## src/rtl/mac_int8_seq.sv

```systemverilog
// mac_int8_seq: sequencer for one external combinational int8 Booth multiplier.
// Takes a job (start + length) and streams operand pairs to the multiplier at
// one pair per cycle. Each product is registered and summed into a signed
// ACC_W-bit accumulator. The sum and a sticky overflow flag are returned on a
// valid/ready result port.
module mac_int8_seq #(
    parameter int ACC_W = 32,
    parameter int LEN_W = 16
) (
    input  logic                    clk,
    input  logic                    rst,
    input  logic                    start,
    input  logic                    abort,
    input  logic [LEN_W-1:0]        cfg_len,
    input  logic                    in_valid,
    output logic                    in_ready,
    input  logic signed [8:0]       in_a,
    input  logic signed [7:0]       in_b,
    output logic signed [8:0]       mul_rs1,
    output logic signed [7:0]       mul_rs2,
    input  logic signed [16:0]      mul_res,
    output logic                    out_valid,
    input  logic                    out_ready,
    output logic signed [ACC_W-1:0] out_acc,
    output logic                    out_ovf,
    output logic                    busy
);

    typedef enum logic [1:0] {S_IDLE, S_RUN, S_DRAIN, S_DONE} state_t;

    state_t                  r_state;
    state_t                  w_next;
    logic [LEN_W-1:0]        r_cnt;
    logic [LEN_W-1:0]        r_len;
    logic signed [8:0]       r_rs1;
    logic signed [7:0]       r_rs2;
    logic signed [16:0]      r_prod;
    logic signed [ACC_W-1:0] r_acc;
    logic                    r_ovf;
    // r_v1: operands sit at the multiplier. r_v2: the product register holds a product.
    // r_v3: an accumulate has just completed.
    logic                    r_v1;
    logic                    r_v2;
    logic                    r_v3;

    logic                    w_start_ok;
    logic                    w_hs;
    logic                    w_last;
    logic                    w_empty;
    logic signed [ACC_W-1:0] w_prod_ext;
    logic signed [ACC_W-1:0] w_sum;
    logic                    w_add_ovf;

    assign w_start_ok = (r_state == S_IDLE) && start && !abort;
    assign w_hs       = in_valid && in_ready;
    assign w_last     = (r_cnt == r_len - LEN_W'(1));
    // DONE waits for r_v3 so that the result latency is fixed at 4 edges after the last accept.
    assign w_empty    = !r_v1 && !r_v2 && !r_v3;
    assign w_prod_ext = ACC_W'(r_prod);
    assign w_sum      = r_acc + w_prod_ext;
    // Signed overflow: the two addends have the same sign and the sum has the other sign.
    assign w_add_ovf  = (r_acc[ACC_W-1] == w_prod_ext[ACC_W-1]) &&
                        (w_sum[ACC_W-1] != r_acc[ACC_W-1]);

    // State register
    // NOTE: sequential state uses non-blocking (<=) so every flop samples pre-edge values.
    always_ff @(posedge clk or posedge rst) begin
        if (rst) r_state <= S_IDLE;
        else     r_state <= w_next;
    end

    // Next-state logic; abort takes priority in every state
    // NOTE: default assignment first, so that no path through the case infers a latch.
    always_comb begin
        w_next = r_state;
        unique case (r_state)
            S_IDLE:  if (w_start_ok) w_next = (cfg_len != '0) ? S_RUN : S_DRAIN;
            S_RUN:   if (abort) w_next = S_IDLE;
                     else if (w_hs && w_last) w_next = S_DRAIN;
            S_DRAIN: if (abort) w_next = S_IDLE;
                     else if (w_empty) w_next = S_DONE;
            S_DONE:  if (abort || out_ready) w_next = S_IDLE;
            default: w_next = S_IDLE;
        endcase
    end

    // Output decode from state; a pair offered in the abort cycle is refused
    always_comb begin
        in_ready  = (r_state == S_RUN) && (r_cnt < r_len) && !abort;
        out_valid = (r_state == S_DONE);
        busy      = (r_state != S_IDLE);
        out_acc   = r_acc;
        out_ovf   = r_ovf;
        mul_rs1   = r_rs1;
        mul_rs2   = r_rs2;
    end

    // Job length, accept counter and multiplier operand registers (operands hold when idle)
    always_ff @(posedge clk or posedge rst) begin
        if (rst) begin
            r_len <= '0;
            r_cnt <= '0;
            r_rs1 <= '0;
            r_rs2 <= '0;
        end else begin
            if (w_start_ok) begin
                r_len <= cfg_len;
                r_cnt <= '0;
            end else if (w_hs) begin
                r_cnt <= r_cnt + LEN_W'(1);
            end
            if (w_hs) begin
                r_rs1 <= in_a;
                r_rs2 <= in_b;
            end
        end
    end

    // Pipeline valid flags and product register; abort empties the pipeline
    always_ff @(posedge clk or posedge rst) begin
        if (rst) begin
            r_v1   <= 1'b0;
            r_v2   <= 1'b0;
            r_v3   <= 1'b0;
            r_prod <= '0;
        end else begin
            if (abort) begin
                r_v1 <= 1'b0;
                r_v2 <= 1'b0;
                r_v3 <= 1'b0;
            end else begin
                r_v1 <= w_hs;
                r_v2 <= r_v1;
                r_v3 <= r_v2;
            end
            if (r_v1) r_prod <= mul_res;
        end
    end

    // Accumulator with wrap-around and sticky overflow, both cleared on an accepted start
    always_ff @(posedge clk or posedge rst) begin
        if (rst) begin
            r_acc <= '0;
            r_ovf <= 1'b0;
        end else if (w_start_ok) begin
            r_acc <= '0;
            r_ovf <= 1'b0;
        end else if (r_v2) begin
            r_acc <= w_sum;
            if (w_add_ovf) r_ovf <= 1'b1;
        end
    end

endmodule

```

## config.mk

```make
export PLATFORM = sky130hd
export DESIGN_NAME = mac_int8_seq
export DESIGN_NICKNAME = d
export VERILOG_FILES = /design/src/rtl/mac_int8_seq.sv
export SDC_FILE = /design/constraint.sdc
export NUM_CORES = 1
export LEC_CHECK = 0
export CAP_MARGIN = 20
export CORE_MARGIN = 4
export CORE_UTILIZATION = 45
export DETAILED_ROUTE_END_ITERATION = 6
export PLACE_DENSITY = 0.76
export SLEW_MARGIN = 40
export SYNTH_ARGS = -nofsm -noshare
export SYNTH_HDL_FRONTEND = slang
export SYNTH_SLANG_ARGS = --single-unit
```

## constraint.sdc

```tcl
create_clock -name clk -period 3.7 [get_ports clk]
set_input_delay 1.11 -clock clk [delete_from_list [all_inputs] [get_ports clk]]
set_output_delay 1.11 -clock clk [all_outputs]
set_load 0.02 [all_outputs]
```

# --- Word level (Yosys, flattened, before mapping) ---
# Index checks and enable logic that the tools add are counted.
word_totals:
  ff_bits: 104
  wordCells: 65
op_classes:
  n_addsub: 3
  magnitude_cmp: 1
  n_eq_ne: 10
  n_mux: 18
  reduce_logical: 22
ops:
  columns: ["cell", "count"]
  rows:
  - ["$mux 32", 2]
  - ["$add 32x17->32", 1]
  - ["$mux 16", 2]
  - ["$add 16x1->16 const B", 1]
  - ["$eq 16x16->1", 1]
  - ["$lt 16x16->1", 1]
  - ["$reduce_bool 16->1", 1]
  - ["$sub 16x1->16 const B", 1]
  - ["$mux 2", 7]
  - ["$logic_and 1x1->1", 9]
  - ["$pmux 2 s4", 1]
  - ["$reduce_bool 2->1", 4]
  - ["$mux 1", 6]
  - ["$ne 3x3->1 const B", 2]
  - ["$eq 2x2->1 const B", 2]
  - ["$logic_not 1->1", 4]
  - ["$reduce_and 4->1", 1]
  - ["$eq 2x1->1 const B", 1]
  - ["$logic_not 2->1", 1]
  - ["$ne 2x1->1 const B", 1]
  - ["$ne 2x2->1 const B", 1]
  - ["$reduce_and 2->1", 1]
  - ["$eq 1x1->1", 1]
  - ["$logic_or 1x1->1", 1]
  - ["$ne 1x1->1", 1]

# --- Longest topological paths before layout ---
depth:
  word_depth: 8
  depth_mapped: 13

# --- Least setup slack after synthesis ---
# OpenSTA, ideal clock, no wires.
synth_path:
  path_type: "input-to-output"
  start: "input abort"
  end: "output in_ready"
  arrival_time_ns: 2.006
  t_required_ns: 2.590
  setup_slack_ns: 0.584
  path_stages: 4
  path_buffers: 0
  cell_sequence: "nand2b_1 nor3_1 nand2_1 nor3_1"
synth_between:
  elab_chain_len: 2
synth_lines:
  columns: ["element", "line", "text"]
  rows:
  - ["from (decl)", "13", "input logic abort,"]
  - ["$logic_not 1->1", "89", "in_ready = (r_state == S_RUN) && (r_cnt < r_len) && !abort;"]
  - ["$logic_and 1x1->1", "89", null]
  - ["to (decl)", "16", "output logic in_ready,"]
# Every way passes these cells.

# --- Final worst setup path ---
# Same ends and word-level chain as after synthesis.

==> flow_summary.yaml <==
drt:
  wirelength_um: 15200
  vias: 5481
  vias_per_cell: 5.49
  drtAntennaViolNets: 0
  drt_pre_antenna_iters: 5
  routedWlPerCell_um: 15.3
  drt_iter0_markers: 386
  drc: 0
finish:
  final_layout_size_suffix_gt1_share_pct: 8.68
  final_common_cell: "clkdlybuf4s50_1"
  fin_nets: 919
  fin_util_pct: 57.9
  layout_common_cells: "clkdlybuf4s50_1, dfrtp_1, nand2_1, nor2_1, o21ai_0"
  fin_cells: 999
  final_area_um2: 8130
  area_growth_pct: 24.7
global_route:
  busiest_layer: "met2"
  use_met3_pct: 6.42
  globalRouteMet2Util_pct: 30.6
  grt_max_degree: 105
  antenna_found_initial: 0
  met1_usage_pct: 25.0
  grt-ovfl-total: 0
  grt_usage_pct: 19.1
  grt_pass1_wl_um: 25400
  grt_pass1_vias: 5408
outcome:
  status: "finished, final reports clean"
synthesis:
  ys_seq_area_share_pct: 39.9
  syn_nets: 814
  synth_seq_cells: 104
  ys.flop_type: "dfrtp_1"
  post-synth-top-area-cell: "dfrtp_1"
  syn-cell-area_um2: 6510
  netlist_instances: 708
  synth_edf_count: 0
  synth_top_area_share_pct: 39.9
  synth_area_leaders: "dfrtp_1, ha_1, mux2_2, o21ai_0, nand2_1"
  async_flop_share_pct: 100
  ys_warn_count: 0
  synth.avg_cell_area_um2: 9.20
  synth_cell_types: 52
sta:
  setup_ws_ps: 120
  skew_ps: 6.40
  rsz0062_at_grt: "false"
  period_needed_ps: 3580
  hold_viol_final: 0
  slew_headroom_pct: 49.1
  fmax_mhz: 279
  worst_slew_pin_slew_ps: 758
  drv_slew: 0
  setup_viol: 0
  post-route-period-util_pct: 96.7
clock_tree:
  cts_buffers: 9
  clock_path_buffers: 2
  cts.sinks: 104
  cts_tree: "built"
  cts_hold_buf: 0
  clock-root-buffer: "clkbuf_16"
  postCtsSetupRepairBufs: 0
  clkSlewWorstSetupHoldPaths_ps: 70
  htree_levels: 3
  clk_latency_ps: 360
setup_path:
  crit_path_max_fanout: 2
  endpoint_kind: "primary output"
  critical_path.max_stage_delay_ps: 420
  crit_chain: "clkdlybuf4s50_1, nand2b_1, nor3_1, buf_4, nand2_1, nor3_1, buf_2"
  cp_slowest_cell: "clkdlybuf4s50_1"
  crit_family: "buffers and inverters"
  cp_num_buf_inv: 3
  crit_type: "in -> out"
  worstPathRequired_ps: 2590
  cp-start-kind: "input port"
  path_common_cell: "nor3_1"
  worstPathArrival_ps: 2470
placed_design:
  placed_area_um2: 7840
  place_ws_ps: -340
  dp_hpwl_um: 11300
  dp.cells: 982
  io_buffer_count: 108
  gp_congestion: 0.862
die:
  dieArea_um2: 16500
  die_y_um: 128
  dieWidth_um: 128
  start_util_pct: 46.4
  ios: 109
  row_count: 43
  core_um2: 14000
run:
  maxCapViolCount: 0
power:
  ir_drop_uv: 460
  leakagePower_nw: 3.53
  power_density_nw_per_um2: 737
worst_hold_path:
  worst_hold_path_type: "reg -> reg"
==> kinds of logic (layout without fill, tap and decap cells) <==
group / after synthesis / count (layout) / share of synthesized area [%]
AOI/OAI and AO/OA: 163 / 163 / 15.0
xor gates and xnor gates: 48 / 48 / 6.45
adders and majority gates: 50 / 50 / 9.72
buffers and inverters: 56 / 166 / 3.25
DFF: 104 / 104 / 39.9
muxes: 49 / 49 / 8.16
other: 0 / 1 / 0
and+or+nand+nor: 238 / 238 / 17.5
==> flip-flops by register name (all words and copies together) (netlist names) <==
register and count:
r_state 2, mul_rs1 9, r_prod 17, out_ovf 1, r_cnt 16, r_v2 1, out_acc 32, r_v3 1
r_v1 1, r_len 16, mul_rs2 8
==> power breakdown <==
part / internal [mW] / switching [mW] / total, mW
registers: 1.54 / 0.342 / 1.88
logic: 1.47 / 1.70 / 3.17
clock network: 0.472 / 0.464 / 0.937
==> metal layers <==
metal	vias up	part of all wire, %
met5	-	0
met4	0	1.6
met3	18	6.7
met2	138	46
met1	2594	46
li1	2731	-
==> cells in the mapped netlist, types with 2 or more instances <==
cell / count
nand2b_1: 6
or3_1: 9
nor4_1: 6
or2_2: 2
xnor2_1: 28
or4_1: 2
and2_1: 4
nand3b_1: 2
ha_1: 49
o21ai_1: 4
nor4b_1: 3
o21ai_0: 53
o21a_1: 5
a21boi_0: 2
nand2_1: 69
and3_1: 10
a21oi_1: 46
nand3_1: 16
nand4_1: 12
o21bai_1: 6
xor2_1: 20
nor3_1: 17
clkbuf_1: 21
a31oi_1: 6
inv_1: 29
o211ai_1: 5
buf_1: 4
dfrtp_1: 104
mux2_2: 33
nor2_1: 69
o31ai_1: 6
a21o_1: 11
mux2i_1: 16
a211oi_1: 10
nor2b_1: 6
==> path summary, 6_finish.rpt <==
| kind | cells past startpoint | slack, ps | end | start |
|---|---|---|---|---|
| worst min-delay path | 1 | 510 | mul_rs1[6]$_DFFE_PP0P_ | mul_rs1[6]$_DFFE_PP0P_ |
| worst max register to register | 12 | 610 | out_acc[30]$_DFFE_PP0P_ | out_acc[0]$_DFFE_PP0P_ |
| max in group asynchronous | 3 | 2020 | out_acc[22]$_DFFE_PP0P_ | rst |
| min in group asynchronous | 3 | 1220 | r_len[8]$_DFFE_PP0P_ | rst |
| worst min register to register | 1 | 510 | mul_rs1[6]$_DFFE_PP0P_ | mul_rs1[6]$_DFFE_PP0P_ |
| worst max-delay path | 7 | 120 | in_ready | abort |
==> area by class of cell <==
| type | instances | area (um^2) |
|---|---|---|
| Clock inverter | 7 | 62.6 |
| Fill cell | 1244 | 5920 |
| Timing Repair Buffer | 120 | 1180 |
| Clock buffer | 9 | 225 |
| Sequential cell | 104 | 2600 |
| Multi-Input combinational cell | 548 | 3710 |
| Antenna cell | 1 | 2.50 |
| Inverter | 30 | 116 |
| Tap cell | 180 | 225 |
==> stage by stage <==
| step | total power, mW | hold slack (ps) | setup TNS [ps] |
|---|---|---|---|
| after floorplan | 4.06 | 485 | 0 |
| after global placement | 5.00 | 468 | -321 |
| after detailed placement | 5.06 | 495 | -340 |
| after CTS | 6.03 | 512 | 0 |
| after global routing | 6.49 | 524 | 0 |
| final | 5.98 | 509 | 0 |
==> timing repair <==
item                                    in CTS  in global routing
pin swaps                                    0                  0
gates resized for setup                      4                  1
gates cloned                                 0                  0
endpoints found under the setup margin       1                  1
Note: power is estimated with default switching activity, not from simulation.
